==> src/rtl/nota_generator.sv <==
// rtl/nota_generator.sv - fixed-pitch 50% duty square-wave tone generator
module nota_generator #(
  parameter int CLK_HZ  = 12_000_000,
  parameter int NOTE_HZ = 440
) (
  input  logic clk,
  input  logic rst,
  output logic out
);

  localparam int HALF = (NOTE_HZ == 0) ? 0 : CLK_HZ / (2 * NOTE_HZ);
  localparam int CW   = (HALF > 1) ? $clog2(HALF) : 1;
  localparam logic [CW-1:0] LAST = CW'(HALF - 1);

  // A zero or sub-cycle half period cannot be produced; refuse to build it.
  generate
    if (NOTE_HZ == 0 || HALF < 1) begin : g_cfg_err
      $error("nota_generator: invalid CLK_HZ/NOTE_HZ, half period below one cycle");
    end
  endgenerate

  logic [CW-1:0] r_cnt;
  logic          r_out;
  logic          w_wrap;

  assign w_wrap = (r_cnt == LAST);

  always_ff @(posedge clk) begin
    if (rst) begin
      r_cnt <= '0;
      r_out <= 1'b0;
    end else if (w_wrap) begin
      r_cnt <= '0;
      r_out <= ~r_out;
    end else begin
      r_cnt <= r_cnt + CW'(1);
    end
  end

  assign out = r_out;

endmodule

==> config.mk <==
export PLATFORM = sky130hd
export DESIGN_NAME = nota_generator
export DESIGN_NICKNAME = d
export VERILOG_FILES = /design/src/rtl/nota_generator.sv
export SDC_FILE = /design/constraint.sdc
export NUM_CORES = 1
export LEC_CHECK = 0
export ABC_AREA = 1
export CELL_PAD_IN_SITES_DETAIL_PLACEMENT = 0
export CELL_PAD_IN_SITES_GLOBAL_PLACEMENT = 2
export CORE_UTILIZATION = 32
export DETAILED_ROUTE_END_ITERATION = 16
export GPL_ROUTABILITY_DRIVEN = 0
export PLACE_DENSITY_LB_ADDON = 0.1
export SYNTH_ARGS = -nofsm -noshare
export SYNTH_HDL_FRONTEND = slang
export SYNTH_SLANG_ARGS = --single-unit
==> constraint.sdc <==
create_clock -name clk -period 1.7 [get_ports clk]
set_clock_uncertainty 0.05 [all_clocks]
set_input_delay 0.425 -clock clk [delete_from_list [all_inputs] [get_ports clk]]
set_output_delay 0.425 -clock clk [all_outputs]
set_load 0.01 [all_outputs]
### Word-level counts from Yosys, hierarchy flattened

Cells that the tools add are included.
Widths: inputs -> output; s select.

* register bits after elaboration: 15
* input bits: 2
* output and inout port bits: 1
* logic and storage cells: 6

* $add $sub $neg: 1
* equal/unequal tests: 1
* bitwise logic cells: 1
* reduce and logical (&&, ||, !) cells: 1

Operators with widths (number)
* $add 14x1->14 const B: 1
* $eq 14x14->1 const B: 1
* $reduce_or 2->1: 1
* $not 1->1: 1

### Longest topological paths before layout

* word-level depth: 2
* depth in mapped cells: 9
* mapped depth without buffers: 8

### Worst setup path before layout

Ideal clock, no wire load.

* kind: reg-to-reg
* start point: reg r_cnt[0]
* end point: reg r_cnt[5]
* setup time: 115 ps
* arrival time: 1121 ps
* data required time: 1535 ps
* slack: 415 ps
* cell stages (with the launch flop): 10
* path buffers: 1
* clock period less this slack: 1285 ps
* cell sequence: dfxtp_1 ha_1 inv_1 nor2_1 nand2_1 nor2_2 nand2_1 nand2_1 buf_6 nor2_1

* longest elaborated chain between the ends: 2
* elaborated cells between the ends (all ways): 3
* classes of those cells: add/sub: 1; eq/ne: 1; reduce/logical: 1

Ends and longest elaborated chain
* from (decl): line 22 `logic [CW-1:0] r_cnt;`
* from (signal assigned): line 36 `r_cnt <= r_cnt + CW'(1);`
* branches (longest 2 deep; another with $add 14x1->14)

Several ways; the timed one is not identified.
A chain may end at the register's enable or synchronous reset.

### Worst setup path after layout

* start point: reg r_out, in the netlist out
* end point: out out

RTL lines
* from (decl): line 23 `logic r_out;`
* from (signal assigned): line 34 `r_out <= ~r_out;`
* to (decl): line 8 `output logic out`

No word-level cell between the ends.

==> impl_metrics.json <==
{
  "outcome": "finished clean",
  "dieArea_mm2": 0.002747,
  "yosysSeqAreaShare_pct": 36.92,
  "synth_seq_cells": 15,
  "crit_family": "flip-flops",
  "relSlewSlack_pct": 84.18,
  "cp.arrival_ns": 0.95,
  "grt_pass1_vias": 721,
  "worstSetupEndpointType": "primary output",
  "nets": 136,
  "cts_buffer_depth": 2,
  "routed_wl_um": 1802,
  "setup_viol": 0,
  "grt_overflow": 0,
  "power.leakage_uw": 0.0003322,
  "antenna_found_initial": 0,
  "crit_required_ns": 1.22,
  "worst_pin_slew_ns": 0.2364,
  "mostFrequentLayoutCells": "33 x nand2_1, 30 x nor2_1, 15 x dfxtp_1, 13 x inv_1, 10 x nand3_1",
  "start_util_pct": 35.40,
  "cap_violations": 0,
  "holdBufCountCts": 0,
  "crit_type": "register to primary output",
  "dr.pass1.iters": 4,
  "die_w_um": 52.42,
  "vias": 737,
  "ys_warn_count": 0,
  "synth_cells": 125,
  "slowest_stage": "dfxtp_1",
  "cp-start-kind": "register",
  "dp_hpwl_um": 1433,
  "drc": 0,
  "vias_per_cell": 4.606,
  "cp_max_fo": 3,
  "slew_violations": 0,
  "ios": 3,
  "slowest_delay_ns": 0.37,
  "cts.sinks": 15,
  "syn_avg_cell_area_um2": 6.506,
  "tritoncts": "built",
  "drive_gt1_share_pct": 10.61,
  "fin_crit_ns": 1.423,
  "insertion_delay_ns": 0.29,
  "first_iter_violations": 13,
  "final_util_pct": 39.65,
  "antennaDiodeCount": 0,
  "core-area_mm2": 0.002297,
  "p_total_uw": 603.9,
  "ir_worst_vdd_mv": 0.3585,
  "syn-cell-area_um2": 813.3,
  "cp_num_buf_inv": 1,
  "holdWs_ns": 0.4191,
  "period_share_pct": 83.70,
  "detail-route-antenna-nets": 0,
  "synth.distinct_cells": 18,
  "power-per-cell-area_mw_per_mm2": 663.0,
  "cts_buffers": 3,
  "grtUsageTotal_pct": 17.00,
  "rsz0062_at_grt": "no",
  "avgRoutedWirePerCell_um": 11.26,
  "postPlaceCellArea_um2": 884.6,
  "min_path_type": "register to register",
  "fp-row-count": 17,
  "cts-root-buf": "clkbuf_4",
  "htreeDepth": 1,
  "die_h_um": 52.42,
  "grt_pass1_wl_um": 3284,
  "path_cells": "dlygate4sd2_1",
  "port-buffer-count": 2,
  "design_area_um2": 910.9,
  "grt_max_degree": 12,
  "clkTransAtPathRegs_ns": 0.09,
  "setup-tns-final_ns": 0,
  "final_common_cell": "nand2_1",
  "syn_nets": 128,
  "max_freq_mhz": 702.8,
  "syn_to_final_growth_pct": 12.00,
  "hold_viol": 0
}
==> metal layers <==
metal	global-route usage, %	vias up	routed length, µm
met5	0	-	0
met4	5.263	0	25
met3	5.217	5	86
met2	27.22	10	786
met1	21.58	320	905
li1	-	402	-
==> state kept, by name, summed over array words and instances, names as in the netlist <==
name	cells
r_cnt	14
out	1
==> stage by stage <==
step / std cells / worst slack [ns]
after floorplan: 125 / 0.4146
after global placement: 156 / 0.2703
after detailed placement: 156 / 0.2610
after CTS: 160 / 0.2485
after global routing: 160 / 0.09305
final: 160 / 0.2772
==> power breakdown <==
part           switching (µW)  internal (µW)
clock network             122           87.5
logic                    17.3           13.6
registers                5.89            357
==> synth_stat cells <==
master / n / area share [%]
inv_1: 13 / 6.0
nor2_1: 30 / 14
buf_6: 1 / 1.4
nor2_4: 2 / 2.8
xnor2_1: 1 / 1.1
nand3_1: 10 / 6.2
a21oi_2: 1 / 1.1
xor2_1: 3 / 3.2
ha_1: 1 / 1.5
or2_0: 1 / 0.77
nor2_2: 1 / 0.77
nand2_2: 3 / 2.3
inv_2: 1 / 0.46
nand2_1: 33 / 15
nand4_1: 4 / 3.1
nand3b_1: 1 / 0.92
a21oi_1: 4 / 2.5
dfxtp_1: 15 / 37
==> area by class of cell <==
class | count | area, µm²
Clock buffer | 3 | 22.52
Clock inverter | 1 | 5.005
Fill cell | 256 | 1386
Inverter | 14 | 52.55
Multi-Input combinational cell | 95 | 449.2
Sequential cell | 15 | 300.3
Tap cell | 28 | 35.03
Timing Repair Buffer | 4 | 46.29
==> what timing repair did <==
item                                    in CTS  in global routing
endpoints found under the setup margin       1                  0
setup buffers                                0                  0
gates resized for setup                      1                  0
endpoints found under the hold margin        0                  0
==> final timing paths <==
path	startpoint	endpoint	slack (ns)	cells after the start
worst min register to register	r_cnt[0]	r_cnt[0]	0.42	1
worst min-delay path	r_cnt[0]	r_cnt[0]	0.42	1
worst max register to register	r_cnt[0]	r_cnt[6]	0.29	9
worst max-delay path	out	out	0.28	1
==> cell families (layout without fill, tap and decap cells) <==
family                     after synthesis  after routing  synth area share, %
adders and majority gates                1              1                1.538
xor gates and xnor gates                 4              4                4.308
buffers and inverters                   15             22                7.846
and+or+nand+nor                         85             85                45.85
AOI/OAI and AO/OA                        5              5                3.539
DFF                                     15             15                36.92
Note: power is estimated with default switching activity, not from simulation.
